### config.mk
export PLATFORM = sky130hd
export DESIGN_NAME = rgb_led_pwm
export DESIGN_NICKNAME = d
export VERILOG_FILES = /design/src/rtl/rgb_pkg.sv /design/src/rtl/pwm_channel.sv /design/src/rtl/rgb_led_pwm.sv
export SDC_FILE = /design/constraint.sdc
export NUM_CORES = 1
export LEC_CHECK = 0
export CAP_MARGIN = 10
export CORE_MARGIN = 1.5
export CORE_UTILIZATION = 56
export CTS_CLUSTER_DIAMETER = 30
export CTS_CLUSTER_SIZE = 24
export DETAILED_ROUTE_END_ITERATION = 8
export GPL_TIMING_DRIVEN = 0
export HOLD_SLACK_MARGIN = 0.03
export MAX_ROUTING_LAYER = met4
export PLACE_DENSITY_LB_ADDON = 0.08
export SYNTH_ARGS = -nofsm -noshare
export SYNTH_HDL_FRONTEND = slang
export SYNTH_SLANG_ARGS = --single-unit
### constraint.sdc
create_clock -name clk -period 3.1 [get_ports clk]
set_input_delay 0.31 -clock clk [delete_from_list [all_inputs] [get_ports clk]]
set_output_delay 0.31 -clock clk [all_outputs]
set_load 0.02 [all_outputs]
### src/rtl/rgb_pkg.sv
// Shared state encoding and default sizing for the RGB LED PWM fader.
package rgb_pkg;

    localparam int CNT_W_DEFAULT     = 8;
    localparam int FADE_STEP_DEFAULT = 16;

    typedef enum logic [1:0] {
        IDLE     = 2'd0,
        FADE_IN  = 2'd1,
        ON       = 2'd2,
        FADE_OUT = 2'd3
    } state_t;

    function automatic logic is_fading(state_t s);
        return (s == FADE_IN) || (s == FADE_OUT);
    endfunction

endpackage

### src/rtl/pwm_channel.sv
// One LED pin: colour-gated duty compare, registered so the pin drive is glitch-free.
module pwm_channel #(
    parameter int CNT_W = 8
) (
    input  logic             clk,
    input  logic             rst,
    input  logic             col,
    input  logic [CNT_W-1:0] cnt,
    input  logic [CNT_W:0]   duty,
    output logic             led
);

    always_ff @(posedge clk) begin
        if (rst) begin
            led <= 1'b0;
        end else begin
            led <= col && ({1'b0, cnt} < duty);
        end
    end

endmodule

### src/rtl/rgb_led_pwm.sv
// RGB LED driver: free-running PWM with a per-period fade in/out sequencer.
//
// state    | meaning
// ---------+--------------------------------------------------------------
// IDLE     | dark, waiting for enable with a non-zero colour
// FADE_IN  | duty ramps up by FADE_STEP per period towards target
// ON       | duty tracks target directly each period
// FADE_OUT | duty ramps down to 0, then reloads colour or goes dark
module rgb_led_pwm
    import rgb_pkg::*;
#(
    parameter int CNT_W     = CNT_W_DEFAULT,
    parameter int FADE_STEP = FADE_STEP_DEFAULT
) (
    input  logic             clk,
    input  logic             rst,
    input  logic             r_in,
    input  logic             g_in,
    input  logic             b_in,
    input  logic             en,
    input  logic [CNT_W-1:0] brightness,
    output logic             led_r,
    output logic             led_g,
    output logic             led_b,
    output logic             busy
);

    // One spare bit so ramp arithmetic can never wrap.
    localparam logic [CNT_W:0] STEP = (CNT_W+1)'(FADE_STEP);

    logic [CNT_W-1:0] pwm_cnt;
    logic             pb;
    logic [CNT_W:0]   duty, duty_n;
    logic [CNT_W:0]   target, target_n;
    logic [CNT_W:0]   duty_up, duty_down;
    logic [2:0]       col, col_n, col_in;
    state_t           state, state_n;

    assign col_in = {r_in, g_in, b_in};
    assign pb     = &pwm_cnt;

    always_ff @(posedge clk) begin
        if (rst) begin
            pwm_cnt <= '0;
            duty    <= '0;
            target  <= '0;
            col     <= '0;
            state   <= IDLE;
            busy    <= 1'b0;
        end else begin
            pwm_cnt <= pwm_cnt + CNT_W'(1);
            duty    <= duty_n;
            target  <= target_n;
            col     <= col_n;
            state   <= state_n;
            busy    <= is_fading(state_n);
        end
    end

    always_comb begin
        state_n   = state;
        duty_n    = duty;
        col_n     = col;
        target_n  = target;
        duty_up   = duty + STEP;
        duty_down = (duty > STEP) ? (duty - STEP) : '0;

        if (pb) begin
            target_n = en ? {1'b0, brightness} : '0;
            case (state)
                IDLE: begin
                    duty_n = '0;
                    if (en && (col_in != 3'b000)) begin
                        col_n   = col_in;
                        state_n = FADE_IN;
                    end
                end
                FADE_IN: begin
                    // Abort keeps the current duty so the fade-out starts where we are.
                    if (!en || (col_in != col)) begin
                        state_n = FADE_OUT;
                    end else if (duty_up >= target_n) begin
                        duty_n  = target_n;
                        state_n = ON;
                    end else begin
                        duty_n = duty_up;
                    end
                end
                ON: begin
                    if (!en || (col_in != col)) begin
                        state_n = FADE_OUT;
                    end else begin
                        duty_n = target_n;
                    end
                end
                FADE_OUT: begin
                    duty_n = duty_down;
                    if (duty_down == '0) begin
                        if (en && (col_in != 3'b000)) begin
                            col_n   = col_in;
                            state_n = FADE_IN;
                        end else begin
                            col_n   = 3'b000;
                            state_n = IDLE;
                        end
                    end
                end
                default: state_n = IDLE;
            endcase
        end
    end

    pwm_channel #(.CNT_W(CNT_W)) u_ch_r (
        .clk  (clk),
        .rst  (rst),
        .col  (col[2]),
        .cnt  (pwm_cnt),
        .duty (duty),
        .led  (led_r)
    );

    pwm_channel #(.CNT_W(CNT_W)) u_ch_g (
        .clk  (clk),
        .rst  (rst),
        .col  (col[1]),
        .cnt  (pwm_cnt),
        .duty (duty),
        .led  (led_g)
    );

    pwm_channel #(.CNT_W(CNT_W)) u_ch_b (
        .clk  (clk),
        .rst  (rst),
        .col  (col[0]),
        .cnt  (pwm_cnt),
        .duty (duty),
        .led  (led_b)
    );

endmodule

* Yosys cells after proc, flatten, opt, wreduce, memory -nomap -nowiden *
Index checks and enable logic that the tools add are counted.

operators by class
  $add $sub $neg = 3
  magnitude comparators = 3
  eq/ne operators = 10
  multiplexer cells = 18
  reductions and logical operators = 14

operators with widths
  operator             number
  $mux 9               4
  $pmux 9 s4           1
  $mux 2               6
  $reduce_and 11->1    1
  $reduce_and 10->1    1
  $add 9x5->9 const B  1
  $ge 9x8->1           1
  $gt 9x5->1 const B   1
  $logic_not 9->1      1
  $lt 8x9->1           1
  $mux 3               3
  $sub 9x5->9 const B  1
  $add 8x1->8 const B  1
  $mux 8               1
  $ne 2x2->1 const B   4
  $pmux 2 s4           1
  $reduce_and 8->1     1
  $eq 2x2->1 const B   3
  $pmux 3 s2           1
  $eq 2x1->1 const B   2
  $logic_and 1x1->1    4
  $ne 3x3->1           1
  $reduce_bool 3->1    1
  $logic_not 2->1      1
  4 further kinds      5

word-level totals
  register bits = 26
  output and inout bits = 4

* Longest topological paths before layout *
  depth after elaboration = 8
  gate-level depth with buffers = 10
  gate-level depth less buffers = 9

* Cells and area by module *
From an unflattened synthesis, not the netlist that was laid out.

second synthesis, totals
  cells, all modules = 266
  area total of the unflattened synthesis = 2217.1 sq um

by module, submodules not included
  module       instances  cells each  area each (sq um)
  rgb_led_pwm  1          185         1552.7
  pwm_channel  3          27          221.5

* Worst setup path after synthesis *
No wires, ideal clock.

  path type = reg-to-reg
  from = register duty[4]
  to = register (tool-made name)
  library setup time = 0.132 ns
  arrival = 2.486 ns
  data required time = 2.968 ns
  path slack = 0.482 ns
  stages on the path, launching flop included = 10
  path buffers = 0
  clock period less this slack = 2.618 ns
  cell sequence = dfxtp_1 inv_1 ha_1 ha_1 and3_2 a221oi_2 o211ai_2 or4b_1 a31oi_1 nor3_1

RTL lines
  item                      RTL line           source
  start: declaration        rgb_led_pwm.sv:33  logic [CNT_W:0] duty, duty_n;
  start signal: assignment  rgb_led_pwm.sv:52  duty <= duty_n;

==> results.cfg <==
[clocking]
clk_path_buf_depth = 2
root_buffer = clkbuf_4
cts_setup_buffers = 0
ctsHtreeMaxLevel = 1
path_clk_slew_ns = 0.16
cts_tree = built
clk_latency_ns = 0.33
cts_resized = 0
cts_buffers = 3
cts.sinks = 25
holdBufCountCts = 0

[logic_synthesis]
yosysTopAreaCell = dfxtp_1
ys_types = 48
synthFlopType = dfxtp_1
synth_async_sr_flop_share = 0
synthesis.nets = 261
netlist_instances = 228
syn_avg_cell_area_um2 = 7.974
synth-seq-cells = 25
synthAdderAreaFrac = 0.1308
syn_area_um2 = 1818
synth_enable_flop_cells = 0
synth_area_leaders = dfxtp_1 (28%), ha_1 (13%), nand2_1 (4.7%)
synth_mux_area_frac = 0
synth_compound_area_frac = 0.2374
synth_top_family_by_area = simple AND/OR/NAND/NOR gates
ys_warn_count = 0
synthSimpleGateAreaFrac = 0.2416
synth_top_area_frac = 0.2753
synth_xor_area_frac = 0.06263
ys_seq_area_frac = 0.2753

[worst_setup_path]
cp-end-kind = register
cp_slowest_cell = or4b_1
cp_data_required_time_ns = 3.32
crit_type = register to register
startpoint_type = register
crit_chain = inv_1 > ha_1 > ha_1 > and3_2 > a221oi_2 > o211ai_2 > or4b_1 > a31oi_1 > nor3_1
arrival_ns = 3.08
max_stage_delay_ns = 0.51
rr_worst_depth = 9
crit_top_cell = ha_1
reg2reg_setup_slack_ns = 0.23
cp_max_fo = 9
worstReg2RegStart = duty[5]

[detailed_routing]
via_count = 1701
met3_length_um = 135
met1_length_um = 2043
drt_first_pass_iters = 4
wirelength_um = 4030
wl_per_cell_um = 13.75
ant_nets = 0
top_layer = met4
route.detailed.drc = 0
viasPerCell = 5.805
wl_met2_um = 1770
drtIter0Drc = 112

[sta]
min_period_ns = 2.870
fin_ws_ns = 0.2302
setup_viol = 0
hold_slack_ns = 0.4795
clock_skew_ns = 0.01071
tightest_slew_ns = 0.5524
post-route-period-util = 0.9258
hold_viol = 0
relSlewSlack = 0.6289
drv_slew = 0
fmax_ghz = 0.3485
rsz0062_at_grt = no

[power]
p_per_area_nw_per_um2 = 271.6
irDropWorstVdd_v = 0.0002057
leakagePower_nw = 0.8456

[flow_run]
cap_violations = 0

[run_status]
outcome = complete, no violations

[hold_path]
hold_depth = 2
hold_end = u_ch_g.led
min_from = col[1]
hp-class = register to register

[global_routing]
grt_pass1_wl_um = 6548
antenna_found_initial = 0
grt_pass1_vias = 1530
grt_use_total = 0.2454
overflow = 0
grt_max_degree = 17

[cells_and_area]
n_antenna_cell = 0
final_cell_area_um2 = 2077
nets = 283
synthToLayoutAreaGrowth_pct = 14.25
drive_gt1_frac = 0.08032

[floorplan]
std_cell_rows = 20
die_w_um = 59.98
start_util = 0.5907
dieArea_um2 = 3597
ios = 18
dieHeight_um = 59.98
core_um2 = 3078

[place]
placed_area_um2 = 2043
numPortBuffers = 17
routabilityCongestion = 0.9479
place.detailed.hpwl_um = 3071
place_ws_ns = -0.2717
## critical path: cells and delay by family, from the launching register on
| kind | cells | cell delay, ns |
|---|---|---|
| compound gates | 3 | 0.68 |
| fa+ha+maj | 2 | 0.68 |
| flops | 1 | 0.50 |
| simple gates | 3 | 0.79 |
| buf+inv | 1 | 0.13 |
## kinds of logic (layout without fill, tap and decap cells)
group,after synthesis,after routing
adder cells (fa/ha/maj),19,19
buffers and inverters,24,45
AND/OR/NAND/NOR,89,89
flip-flops,25,25
AO/OA/AOI/OAI,58,58
XOR/XNOR,13,13
## per-stage QoR
stage | total power (W) | util | TNS [ns] | std cells
floorplan | 0.0003767 | - | 0 | 228
global placement | 0.0004072 | 0.6638 | -1.756 | 289
detailed placement | 0.0004080 | 0.6638 | -1.575 | 289
CTS | 0.0005707 | 0.6740 | 0 | 293
global route | 0.0005890 | 0.6748 | 0 | 293
finish | 0.0005642 | 0.6748 | 0 | 293
## layout by cell type (no fill, tap or decap), drive strengths merged, types with 8 or more instances in the layout
master         netlist  layout
nor2                23      23
nand2               24      24
dfxtp               25      25
o21ai               10      10
a21oi               13      13
nand3                8       8
ha                  19      19
xor2                 9       9
clkdlybuf4s50        0      17
inv                 15      16
## synth_stat cells (2+ instances only)
master	instances
nor3_1	7
nand3_1	8
nor2_1	23
nor2b_1	3
a2111oi_0	2
o21ai_0	9
dfxtp_1	25
a31oi_1	5
a21oi_1	13
and4_1	2
or3_1	3
nand3b_1	2
xor2_1	9
nand4_1	3
a211oi_1	3
o211ai_1	2
o21ba_2	3
clkbuf_1	4
nor4_1	3
a32o_1	3
and2_1	2
a21o_1	6
ha_1	19
inv_1	15
nand2b_1	3
buf_2	4
xnor2_1	4
nand2_1	23
## worst max-delay path by stage
stage,start,endpoint,slack (ns)
floorplan,duty[4],register,0.48
CTS,en,register,0.08
detailed placement,en,register,-0.27
global route,duty[5],register,0.09
global placement,en,register,-0.29
finish,duty[5],register,0.23
## sequential cells by signal, indices dropped and copies added, names as in the netlist, named ones only
| register | flops |
|---|---|
| u_ch_r.led | 1 |
| u_ch_g.led | 1 |
| pwm_cnt | 8 |
| col | 3 |
| u_ch_b.led | 1 |
| duty | 9 |
## where the power goes
part           leakage [nW]   total, W  internal (W)  switching, W
sequential            0.202   0.000328      0.000325    0.00000357
combinational         0.625  0.0000736     0.0000366     0.0000370
clock                0.0183   0.000162     0.0000527      0.000110
total                 0.846   0.000564      0.000414      0.000150
## per-layer routing
layer,track usage,up-vias
li1,-,870
met1,0.3162,782
met2,0.3991,40
met3,0.02165,9
met4,0.08889,0
met5,-,-
## layout make-up
class | count | area [um2]
Multi-Input combinational cell | 179 | 1222
Fill cell | 280 | 1001
Sequential cell | 25 | 501.7
Timing Repair Buffer | 17 | 170.2
Inverter | 15 | 56.30
Tap cell | 44 | 55.05
Buffer | 9 | 40.04
Clock buffer | 3 | 22.52
Clock inverter | 1 | 8.758
No activity file was read; power rests on OpenSTA's default activity.
